### src/rtl/mux128_scan_arb.sv
// Round-robin scanning arbiter in front of a shared 128:1 read mux.
// A rotating pointer drives the mux select. When the pointed-at entry is
// requesting, its mux data is captured and offered on a valid/ready port.
// The handshake cycle returns a one-hot grant and bumps a completion counter.
module mux128_scan_arb #(
  parameter int n       = 4,
  parameter int address = 7,
  parameter int m       = 128
) (
  input  logic               clk_i,
  input  logic               rst_ni,
  input  logic               en_i,
  input  logic [m-1:0]       req_i,
  output logic [address-1:0] sel_o,
  input  logic [n-1:0]       mux_data_i,
  output logic               valid_o,
  input  logic               ready_i,
  output logic [n-1:0]       data_o,
  output logic [address-1:0] idx_o,
  output logic [m-1:0]       gnt_o,
  output logic [15:0]        cnt_o
);

  typedef enum logic [1:0] {
    IDLE = 2'd0,
    SCAN = 2'd1,
    HOLD = 2'd2
  } state_t;

  state_t             state_q, state_d;
  logic [address-1:0] ptr_q;
  logic               hit;
  logic               hs;

  // m == 2**address, so the natural overflow of the adder is the modulo-m wrap.
  function automatic logic [address-1:0] next_idx(input logic [address-1:0] i);
    return i + address'(1);
  endfunction

  // A hit only counts while actively scanning with the enable still high.
  assign hit   = (state_q == SCAN) && en_i && req_i[ptr_q];
  assign hs    = (state_q == HOLD) && ready_i;
  assign sel_o = ptr_q;

  // State register.
  always_ff @(posedge clk_i or negedge rst_ni) begin
    if (!rst_ni) state_q <= IDLE;
    else         state_q <= state_d;
  end

  // Next-state logic plus the valid flag and the one-cycle grant pulse.
  always_comb begin
    state_d = state_q;
    valid_o = 1'b0;
    gnt_o   = '0;
    case (state_q)
      IDLE: if (en_i) state_d = SCAN;
      SCAN: begin
        if (!en_i)    state_d = IDLE;
        else if (hit) state_d = HOLD;
      end
      HOLD: begin
        valid_o = 1'b1;
        if (ready_i) begin
          gnt_o[idx_o] = 1'b1;
          // The enable is only honoured once the held entry has been taken.
          state_d = en_i ? SCAN : IDLE;
        end
      end
      default: state_d = IDLE;
    endcase
  end

  // Scan pointer: steps on a miss, parks on a hit or when disabled, and
  // restarts just past the served entry so that entry goes to the back.
  always_ff @(posedge clk_i or negedge rst_ni) begin
    if (!rst_ni) begin
      ptr_q <= '0;
    end else if (hs) begin
      ptr_q <= next_idx(idx_o);
    end else if ((state_q == SCAN) && en_i && !hit) begin
      ptr_q <= next_idx(ptr_q);
    end
  end

  // Holding register: captured on the hit and frozen until the next hit, so
  // the requester may drop its request or change its entry while waiting.
  always_ff @(posedge clk_i or negedge rst_ni) begin
    if (!rst_ni) begin
      data_o <= '0;
      idx_o  <= '0;
    end else if (hit) begin
      data_o <= mux_data_i;
      idx_o  <= ptr_q;
    end
  end

  // Completed-handshake counter, free-running modulo 2**16.
  always_ff @(posedge clk_i or negedge rst_ni) begin
    if (!rst_ni)  cnt_o <= '0;
    else if (hs)  cnt_o <= cnt_o + 16'd1;
  end

endmodule

### config.mk
export PLATFORM = sky130hd
export DESIGN_NAME = mux128_scan_arb
export DESIGN_NICKNAME = d
export VERILOG_FILES = /design/src/rtl/mux128_scan_arb.sv
export SDC_FILE = /design/constraint.sdc
export NUM_CORES = 1
export LEC_CHECK = 0
export ABC_AREA = 0
export CAP_MARGIN = 20
export CORE_MARGIN = 4
export CORE_UTILIZATION = 25
export CTS_CLUSTER_SIZE = 20
export DETAILED_ROUTE_END_ITERATION = 10
export GPL_ROUTABILITY_DRIVEN = 0
export PLACE_DENSITY = 0.76
export SLEW_MARGIN = 20
export SYNTH_ARGS = -nofsm -noshare
export SYNTH_HDL_FRONTEND = slang
export SYNTH_SLANG_ARGS = --single-unit
### constraint.sdc
create_clock -name clk_i -period 3.31 [get_ports clk_i]
set_input_delay 0.331 -clock clk_i [delete_from_list [all_inputs] [get_ports clk_i]]
set_output_delay 0.331 -clock clk_i [all_outputs]
set_load 0.005 [all_outputs]
-- Yosys cells after proc, flatten, opt, wreduce, memory -nomap -nowiden
Index checks and enable logic that the tools add are counted.
Widths: inputs -> output; s select.
- reductions and logical operators: 9
- mux-type cells: 15
- $add $sub $neg: 3
- eq/ne operators: 5
- order comparisons: 3
- operators with widths (cell ; number):
    $mux 128 ; 2
    $add 16x1->16 const B ; 1
    $lt 7x8->1 const B ; 2
    $add 7x1->7 const B ; 2
    $mux 7 ; 2
    $mux 2 ; 4
    $bmux 1 s7 ; 1
    $demux 1 s7 ; 1
    $ge 7x1->1 const B ; 1
    $pmux 2 s3 ; 1
    $logic_and 1x1->1 ; 5
    $mux 1 ; 4
    $ne 2x2->1 const B ; 2
    $ne 3x3->1 const B ; 1
    $reduce_and 3->1 ; 1
    $eq 2x1->1 const B ; 1
    $eq 2x2->1 const B ; 1
    $logic_not 2->1 ; 1
    $reduce_bool 2->1 ; 1
    $logic_not 1->1 ; 1
- bits in registers: 36
- logic and storage cells: 40
- input port bits: 136
- output and inout port bits: 163

-- Longest topological paths before layout
Gate-level depths: netlist of the first run.
- depth after elaboration: 7
- gate-level depth with buffers: 13
- gate-level depth less buffers: 11

-- Worst setup path after synthesis of the first run
No wires, ideal clock.
- path type: register -> register
- start: register ptr_q[1], in the netlist sel_o[1]
- end: register data_o[0]
- stages on the path, launching flop included: 12
- path buffers: 3
- setup slack: 0.749 ns
- data required time: 3.185 ns
- period minus slack after synthesis: 2.561 ns
- arrival time: 2.436 ns
- library setup time: 0.125 ns
- cell sequence: dfrtp_1 -> buf_2 -> buf_4 -> mux2i_1 -> a22oi_1 -> nand2_1 -> o311ai_0 -> o22ai_2 -> a21oi_2 -> nor2b_1 -> buf_4 -> mux2_2
- cells in the longest elaborated chain, start to end: 3
- ends and longest elaborated chain (what ; line ; source):
    start, declared ; 31 ; logic [address-1:0] ptr_q;
    start signal, assigned ; 80 ; ptr_q <= next_idx(idx_o);
    start signal, assigned ; 82 ; ptr_q <= next_idx(ptr_q);
    $bmux 1 s7 ; 41 ; assign hit = (state_q == SCAN) && en_i && req_i[ptr_q];
    $mux 1 (not written as such) ; 41 ;
    $logic_and 1x1->1 ; 41 ;
    end signal, assigned ; 93 ; data_o <= mux_data_i;
    end, declared ; 18 ; output logic [n-1:0] data_o,
Every way passes these cells. The select of a mux whose other input is x is not followed.
A chain may end at the register's enable or synchronous reset.

-- Worst setup path after layout of the first run
- start: register ptr_q[2], in the netlist sel_o[2]
- end: register idx_o[3]
- cells in the longest elaborated chain, start to end: 3
- ends and longest elaborated chain (what ; line ; source):
    $bmux 1 s7 ; 41 ;
    $mux 1 (not written as such) ; 41 ;
    $logic_and 1x1->1 ; 41 ;
    end signal, assigned ; 94 ; idx_o <= ptr_q;
    end, declared ; 19 ; output logic [address-1:0] idx_o,
Every way passes these cells. The select of a mux whose other input is x is not followed.

==> reports/metrics.csv, run 1 <==
metric;value;unit
status;complete, no violations;
worstReg2RegStart;sel_o[2];
leakagePower;0.002522;uW
wl_met1;6.828;mm
cts_buffers;5;
cp_common_cell;buf_4;
initial_core_util;25.72;%
worst_pin_slew;663.7;ps
fin_skew;5.534;ps
max_slew_margin;55.75;%
rsz0062_at_grt;no;
worst_r2r_path_depth;10;
maxCapViolCount;0;
maxSlewViolCount;0;
worst-setup-path-type;reg -> reg;
crit_path_end_kind;flip-flop;
synth_seq_area_share;25.03;%
cts_resized;0;
drc_errors;0;
worstPathArrival;3190;ps
tns;0;ps
antenna_found_initial;0;
grt_start_max_net_pins;32;
ir_worst_vdd;0.3505;mV
drt-pass1-iter-count;4;
setup_violations;0;
r2r_slack;270;ps
grt_pass1_vias;4456;
drtIter0Drc;305;
syn_nets;596;
synth_ff_type;dfrtp_1;
routed_wl;17.02;mm
final_area;0.006925;mm^2
async_flop_share;100.0;%
cts_buffer_depth;2;
wl_met3;1.312;mm
dpl-instance-area;0.006763;mm^2
cts_hold_buf;0;
synth_edf_count;0;
hold_violations;0;
num-nets-final;882;
min_path_type;in -> async;
ys_types;50;
die_h;128.0;um
crit_path_start_kind;flip-flop;
diodes;0;
critPathMaxStageDelay;770;ps
clkLatencyLatePin;280;ps
io_buffers;298;
dr_wl_met2;8.763;mm
p_per_area;541.3;mW/mm^2
die_w;128.0;um
cts_setup_buffers;0;
cts_tree;done;
finalPower;3749;uW
place_ws;287.6;ps
dieArea;0.01638;mm^2
ant_nets;0;
dp_hpwl;13.81;mm
whs;31.52;ps
syn2layout_area_growth;92.45;%
critical_path_required;3470;ps
h-tree-depth;2;
r2r_end;idx_o[3];
avgViaCountPerCell;4.906;
ys_ff_latch;36;
synth_area;0.003598;mm^2
io-pin-count;299;
grt_pass1_wl;25.30;mm
drive_gt1_share;7.651;%
grtUsageTotal;19.44;%
fin_ws;273.8;ps
crit_fanout;19;
cp_slowest_cell;dfrtp_1;
period_share;91.73;%
grt_overflow;0;
postSynthAreaPerCell;7.857;um^2
topRoutingLayerUsed;met4;
cp_top_family;compound AO/OA/AOI/OAI gates;
clockRootBuffer;clkbuf_16;
crit_chain;mux4_2 -> o2bb2ai_1 -> a2111oi_0 -> o21a_1 -> nor3_2 -> a21oi_2 -> buf_4 -> nor2b_1 -> buf_4 -> mux2_2;
yosys_warnings;0;
core_area;0.01399;mm^2
clk_pin_slew;60;ps
wire_per_inst;18.40;um
fin_crit;3036;ps
rows;43;
clock-sinks;36;
route.vias.total;4538;
path_buf_inv;2;
clock.fmax;0.3294;GHz
synthCells;458;
synthesized netlist by cell type, types with 6 or more instances:
cell | number | area share (%)
mux4_2 | 16 | 10
mux2_2 | 13 | 4.1
dfrtp_1 | 36 | 25
xnor2_1 | 14 | 3.4
mux2i_1 | 24 | 6.7
nand2_1 | 40 | 4.2
a22oi_1 | 7 | 1.5
o21ai_0 | 6 | 0.83
buf_2 | 8 | 1.1
nand3_1 | 22 | 3.1
nor2_1 | 148 | 15
inv_1 | 9 | 0.94
nor2b_1 | 11 | 1.9
xor2_1 | 6 | 1.5
a21oi_1 | 6 | 0.83
clkbuf_1 | 19 | 2.0
power breakdown:
part	internal, uW	switching [uW]	total, uW
Combinational	1210	1120	2330
Clock	353	181	534
Sequential	578	302	880
Total	2150	1600	3750
state kept, by name, summed over array words and instances, names as in the netlist:
name,cells
sel_o,7
data_o,4
cnt_o,16
idx_o,7
state_q,2
worst max path at each step:
stage | startpoint | to | slack, ps | depth (start not counted)
after floorplan | sel_o[1] | data_o[0] | 750 | 11
after detailed placement | sel_o[2] | idx_o[3] | 290 | 10
after global placement | sel_o[2] | data_o[0] | 340 | 10
final | sel_o[2] | idx_o[3] | 270 | 10
after CTS | sel_o[2] | idx_o[3] | 270 | 10
after global routing | sel_o[2] | idx_o[3] | 40 | 10
metrics by stage:
step	cells	utilization (%)
after floorplan	458	-
after global placement	917	48.35
after detailed placement	917	48.35
after CTS	925	49.54
after global routing	925	49.51
final	925	49.51
placed cells by master (no fill, tap or decap), types with 6 or more instances in the layout:
cell type        instances
nand2_1                 40
nor2b_1                 11
mux2i_1                 24
a22oi_1                  7
clkdlybuf4s50_1        297
nor2_1                 148
inv_1                    9
xnor2_1                 14
o21ai_0                  6
buf_4                   13
mux2_2                  13
nand3_1                 22
mux4_2                  16
dfrtp_1                 35
a21oi_1                  6
xor2_1                   6
per-layer routing:
layer,vias to the layer above,global-route usage (%)
met5,-,0
met4,0,2.809
met3,9,4.583
met2,191,34.41
met1,2169,24.59
li1,2169,-
cell type report:
class | instances | area, um^2
Clock buffer | 5 | 125.1
Sequential cell | 36 | 902.1
Clock inverter | 3 | 42.54
Multi-Input combinational cell | 379 | 2481
Tap cell | 180 | 225.2
Timing Repair Buffer | 313 | 3115
Fill cell | 1383 | 7063
Inverter | 9 | 33.78
cell families (layout without fill, tap and decap cells):
group                    count (synthesis)  in the layout  share of synthesized area [%]
AO/OA/AOI/OAI                           54             54                          10.81
XOR/XNOR                                20             20                          4.868
adder cells (fa/ha/maj)                  2              2                         0.6953
buffers and inverters                   43            330                          6.015
flip-flops                              36             36                          25.03
multiplexers                            56             56                          22.95
AND/OR/NAND/NOR                        247            247                          29.62
No activity file was read; power rests on OpenSTA's default activity.
==> run 2, diff against run 1 <==
Clock period 3.31 ns to 2.8 ns, I/O delays scaled along.
==> reports/metrics.csv, run 2 (same netlist as run 1, synthesis figures left out) <==
metric;value;unit;change
largest_reg_flops;16;;unchanged
diodes;0;;unchanged
drc_errors;0;;unchanged
regMostFlops;cnt_o;;unchanged
grt_overflow;0;;unchanged
die_w;128.0;um;unchanged
fin_skew;3.114;ps;was 5.534 ps
path_buf_inv;2;;unchanged
setup_violations;0;;unchanged
crit_path_end_kind;flip-flop;;unchanged
drt-pass1-iter-count;5;;was 4
hold_violations;0;;unchanged
critPathMaxStageDelay;510;ps;was 770 ps
nFillCells;1333;;was 1383
p_comb_share;68.2;%;was 62.3%
fin_ws;95.53;ps;was 273.8 ps
clock.fmax;0.3698;GHz;was 0.3294 GHz
drtIter0Drc;229;;was 305
rsz0062_at_grt;yes;;was no
utilization;51.31;%;was 49.51%
worstPathArrival;2880;ps;was 3190 ps
drive_gt1_share;11.07;%;was 7.651%
fin_crit;2704;ps;was 3036 ps
leakagePower;0.002648;uW;was 0.002522 uW
switching_share;41.50;%;was 42.77%
dpl-instance-area;0.006923;mm^2;was 0.006763 mm^2
place_ws;28.47;ps;was 287.6 ps
cp_slowest_cell;mux4_2;;was dfrtp_1
final_area;0.007178;mm^2;was 0.006925 mm^2
routed_wl;17.32;mm;was 17.02 mm
die_h;128.0;um;unchanged
period_share;96.59;%;was 91.73%
grt_pass1_vias;4626;;was 4456
p_int;2797;uW;was 2146 uW
wire_per_inst;18.27;um;was 18.40 um
clk_pin_slew;60;ps;about the same
h-tree-depth;2;;unchanged
core_area;0.01399;mm^2;unchanged
pwr-share-clk;11.6;%;was 14.3%
cp_top_family;compound AO/OA/AOI/OAI gates;;unchanged
grt_pass1_wl;25.45;mm;was 25.30 mm
maxSlewViolCount;0;;unchanged
avgViaCountPerCell;4.908;;was 4.906
min_path_type;in -> async;;unchanged
crit_fanout;10;;was 19
worst_pin_slew;565.5;ps;was 663.7 ps
cts_hold_buf;0;;unchanged
final_common_cell;clkdlybuf4s50_1;;unchanged
clkLatencyLatePin;270;ps;was 280 ps
io_buffers;298;;unchanged
route.vias.total;4653;;was 4538
cts_buffers;5;;unchanged
final_cell_mix;clkdlybuf4s50_1, nor2_1, nand2_1, dfrtp_1, buf_4;;was clkdlybuf4s50_1, nor2_1, nand2_1, dfrtp_1, mux2i_1
ant_nets;0;;unchanged
critical_path_required;2980;ps;was 3470 ps
pwr-share-seq;20.2;%;was 23.5%
syn2layout_area_growth;99.48;%;was 92.45%
io-pin-count;299;;unchanged
cts_buffer_depth;2;;unchanged
initial_core_util;25.72;%;unchanged
status;complete, no violations;;unchanged
dp_hpwl;13.88;mm;was 13.81 mm
clock-sinks;36;;unchanged
crit_path_start_kind;flip-flop;;unchanged
antenna_found_initial;0;;unchanged
worst-setup-path-type;reg -> reg;;unchanged
grtUsageTotal;19.38;%;was 19.44%
dieArea;0.01638;mm^2;unchanged
p_per_area;666.1;mW/mm^2;was 541.3 mW/mm^2
num-nets-final;905;;was 882
cts_tree;done;;unchanged
finalPower;4781;uW;was 3749 uW
ir_worst_vdd;0.3280;mV;was 0.3505 mV
rows;43;;unchanged
max_slew_margin;62.19;%;was 55.75%
clockRootBuffer;clkbuf_16;;unchanged
maxCapViolCount;0;;unchanged
grt_start_max_net_pins;37;;was 32
crit_chain;buf_12 -> mux4_2 -> o2bb2ai_1 -> a2111oi_0 -> o21a_1 -> nor3_2 -> a21oi_2 -> buf_4 -> or4_1 -> a31oi_1;;was mux4_2 -> o2bb2ai_1 -> a2111oi_0 -> o21a_1 -> nor3_2 -> a21oi_2 -> buf_4 -> nor2b_1 -> buf_4 -> mux2_2
p_sw;1984;uW;was 1603 uW
==> run 2: cell types whose count changed in the layout (fill, tap and decap cells not counted), sizes merged <==
cell | previous run | this run
clkdlybuf4s50 | 297 | 298
buf | 16 | 36
clkinv | 1 | 0
clkbuf | 5 | 9
bufinv | 1 | 0
==> run 2: final timing paths <==
path                       cells after the start         to  slack (ps)      start
max                                           10   sel_o[5]         100   sel_o[1]
min                                            2  data_o[3]         430     rst_ni
max reg2reg                                   10   sel_o[5]         100   sel_o[1]
min reg2reg                                    1  cnt_o[15]         480  cnt_o[15]
max in group asynchronous                      2   sel_o[0]        2020     rst_ni
min in group clk_i                             1  cnt_o[15]         480  cnt_o[15]
==> run 2: per-layer routing <==
metal | global-route usage [%] | vias to the layer above | wire length [um]
met4 | 4.057 | 0 | 289
met3 | 5.583 | 18 | 1707
met1 | 23.27 | 2184 | 6556
met2 | 34.41 | 241 | 8763
met5 | 0 | - | 0
li1 | - | 2210 | -
==> run 2: cell type report <==
type	count	area, um^2	share of cell area [%]
Tap cell	180	225.2	3.138
Timing Repair Buffer	336	3366	46.89
Sequential cell	36	903.4	12.58
Clock inverter	1	7.507	0.1046
Multi-Input combinational cell	379	2500	34.83
Clock buffer	7	142.6	1.987
Inverter	9	33.78	0.4706
==> run 2: power groups by stage <==
stage / sequential (uW) / clock [uW] / combinational [uW]
after floorplan: 827 / 0 / 1960
after global placement: 975 / 0 / 3050
after detailed placement: 974 / 0 / 3070
after CTS: 970 / 572 / 3090
after global routing: 1010 / 596 / 3540
final: 966 / 554 / 3260
==> run 2: repair_timing <==
action,in CTS,in global routing
endpoints found under the setup margin,0,28
buffers inserted,0,3
resized for setup,0,10
==> run 2: through the flow <==
step | hold WS, ps | TNS, ps | cells
global placement | 481.5 | 0 | 935
floorplan | -15.59 | 0 | 458
global route | 468.2 | -1.279 | 948
detailed placement | 481.7 | 0 | 935
finish | 425.8 | 0 | 948
CTS | 445.9 | 0 | 943
==> edit (flow settings as in run 2) <==
Encoding of `state_t`: now one-hot (3 bits for 3 states).
--- a/src/rtl/mux128_scan_arb.sv
+++ b/src/rtl/mux128_scan_arb.sv
@@ -23,6 +23,6 @@
 
-  typedef enum logic [1:0] {
-    IDLE = 2'd0,
-    SCAN = 2'd1,
-    HOLD = 2'd2
+  typedef enum logic [2:0] {
+    IDLE = 3'b001,
+    SCAN = 3'b010,
+    HOLD = 3'b100
   } state_t;
Function: no difference found for any inputs over 10 cycles, from zero or initial values and one cycle with rst_ni low; not proved beyond that.
==> edit against run 2 <==
  * The run now ends with setup timing left
  * Routed wire length is 8.1% lower
  * Worst setup slack worse by 0.14 ns
  * Largest power group unchanged
  * Power down 26%
  * Global-route usage decreased by 1.8 points
  * Final area grew 4.4%
  * Area after synthesis up 3.6%
  * Sequential cell count up 1
==> edit: results (changes against run 2) <==
** Global routing
- The number of antenna violations at the first check in global routing came to 0 (unchanged).
- Overall global routing resource usage :: 0.176 (was 0.194)
- The pin count of the biggest net entering global routing was 38 (was 37).
- Via count of the first global-routing pass :: 4,460 (was 4,626)
- First-pass GRT wire length :: 23,500 um (was 25,500 um)

** Power
- The largest vdd supply drop is 0.362 mV (was 0.328 mV).
- Static Leakage :: 2.83 nW (was 2.65 nW)

** Synth
- Number of nets produced by synthesis :: 584 (was 596)
- The share of async-settable or async-resettable flops after synthesis was 1.00 (unchanged).
- Warnings, synthesis :: 0 (unchanged)
- Leading cell types by total area after synthesis :: dfrtp_1 (24%), nor2_1 (14%), mux4_2 (12%), mux4_1 (6.3%), nand2_1 (4.5%) (was dfrtp_1 (25%), nor2_1 (15%), mux4_2 (10%), mux2i_1 (6.7%), nand2_1 (4.2%))
- The most frequent cell after synthesis was nor2_1 (unchanged).
- Commonest cells in the synthesized netlist :: nor2_1 (137), nand2_1 (45), dfrtp_1 (36), clkbuf_1 (23), mux4_2 (20) (was nor2_1 (148), nand2_1 (40), dfrtp_1 (36), mux2i_1 (24), nand3_1 (22))
- Sequential fraction of the synthesis area :: 0.249 (was 0.250)
- The number of distinct standard cells referenced by the synthesized netlist is 55 (was 50).
- The biggest area consumer among synthesized cells was dfrtp_1 (unchanged).

** Placement
- The post-detailed-placement half-perimeter wirelength came to 13,100 um (was 13,900 um).
- The worst setup slack before clock tree synthesis was -0.200 ns (was 0.0285 ns).
- # port buffers :: 298 (unchanged)

** Finish
- The fill cell total of the finished layout was 1,376 (was 1,333).
- The number of antenna cells inserted came to 0 (unchanged).
- The final net count is 904 (was 905).
- The share of final-layout standard cells stronger than drive strength 1 is 0.158 (was 0.111).
- The number of flip-flops in the largest register was 16 (unchanged).

** Drt
- Length of the first detailed-routing pass in iterations :: 4 (was 5)
- Starting DRT DRC Count :: 252 (was 229)
- Number of nets with antenna violations after detailed routing :: 0 (unchanged)
- The average vias per placed instance is 4.75 (was 4.91).
- The final routed wirelength across all metal layers was 15,900 um (was 17,300 um).

** Clock tree
- Total CTS buffers :: 5 (unchanged)
- Clock network latency to the later pin of the worst-skew pair :: 0.28 ns
- Max Root-Sink Buffers :: 2 (unchanged)

** Run status
- Status: complete, but fails checks (was finished clean).
- The final reports fail on setup timing.

** Worst hold path
- Hold Path Class :: primary input to async pin (unchanged)

** Worst setup path
- The maximum net fanout on the critical path came to 5 (was 10).
- The cell type of the slowest stage on the worst timing path was mux4_2 (unchanged).
- Category of cells accounting for the largest share of critical-path delay :: multiplexers (was compound AO/OA/AOI/OAI gates)
- Critical Path AT :: 3.00 ns (was 2.88 ns)
- Delay of the slowest cell on the worst path :: 0.51 ns (about the same)

** Timing
- The final critical-path setup slack came to -0.0423 ns (was 0.0955 ns).
- The largest clock skew in the final design was 0.00359 ns (was 0.00311 ns).
- Headroom to the max-slew limit :: 0.434 (was 0.622)
- Final setup fails :: 2 (was 0)
==> edit: worst paths after layout <==
kind,from,endpoint,slack [ns],cells after the start
max reg2reg,sel_o[0],sel_o[1],-0.04,9
min in group clk_i,ready_i,state_q[2],0.38,3
max in group asynchronous,rst_ni,state_q[1],2.10,1
min,rst_ni,cnt_o[9],0.11,1
min reg2reg,cnt_o[15],cnt_o[15],0.48,1
max,sel_o[0],sel_o[1],-0.04,9
==> edit: logic make-up (layout without fill, tap and decap cells) <==
kind of cell,after synthesis,in the layout,share of synthesized area
mux,58,58,0.278
buf+inv,42,363,0.0514
xor+xnor,24,24,0.0564
simple gates,246,246,0.292
compound gates,37,37,0.0661
fa+ha+maj,2,2,0.00671
flops,37,37,0.249
==> edit: timing repair <==
| action | in CTS | in global routing |
|---|---|---|
| setup buffers | 2 | 4 |
| pin swaps | 1 | 4 |
| gates resized for setup | 4 | 17 |
| setup endpoints to repair | 13 | 86 |
==> edit: report_power, final <==
part | internal (W) | switching [W] | leakage (nW)
clock network | 0.000513 | 0.000224 | 0.0944
registers | 0.000616 | 0.000134 | 0.501
logic | 0.00120 | 0.000864 | 2.24
==> edit: final cells by class <==
cell class	instances	area, um^2	share of cell area
Clock buffer	5	125	0.0167
Sequential cell	37	930	0.124
Multi-Input combinational cell	367	2690	0.359
Timing Repair Buffer	348	3420	0.457
Tap cell	184	230	0.0307
Inverter	7	26.3	0.00351
Clock inverter	3	68.8	0.00918
==> edit: routing by layer <==
| metal | vias up | share of wire | track usage |
|---|---|---|---|
| met5 | - | 0 | 0 |
| met4 | 0 | 0.020 | 0.0465 |
| met3 | 18 | 0.078 | 0.0348 |
| met2 | 187 | 0.52 | 0.318 |
| met1 | 2109 | 0.38 | 0.213 |
| li1 | 2201 | - | - |
==> edit: worst register-to-register path, cell delays in order, from the launching register on <==
cell	delay, ns
dfrtp_2	0.44
buf_12	0.14
mux4_2	0.49
mux4_2	0.51
o2bb2ai_2	0.14
o32ai_2	0.10
and2_4	0.17
or3_4	0.37
nand2_2	0.08
mux2_4	0.29
==> edit: per-stage QoR <==
step,power (W),hold WS (ns),std cells,setup TNS [ns],cell area (um^2)
after floorplan,0.00194,-0.0156,446,0,3740
after global placement,0.00271,0.437,937,-1.87,7160
after detailed placement,0.00273,0.454,937,-2.24,7160
after CTS,0.00355,0.149,947,-0.0792,7400
after global routing,0.00379,0.199,951,-0.983,7490
final,0.00355,0.109,951,-0.0586,7490
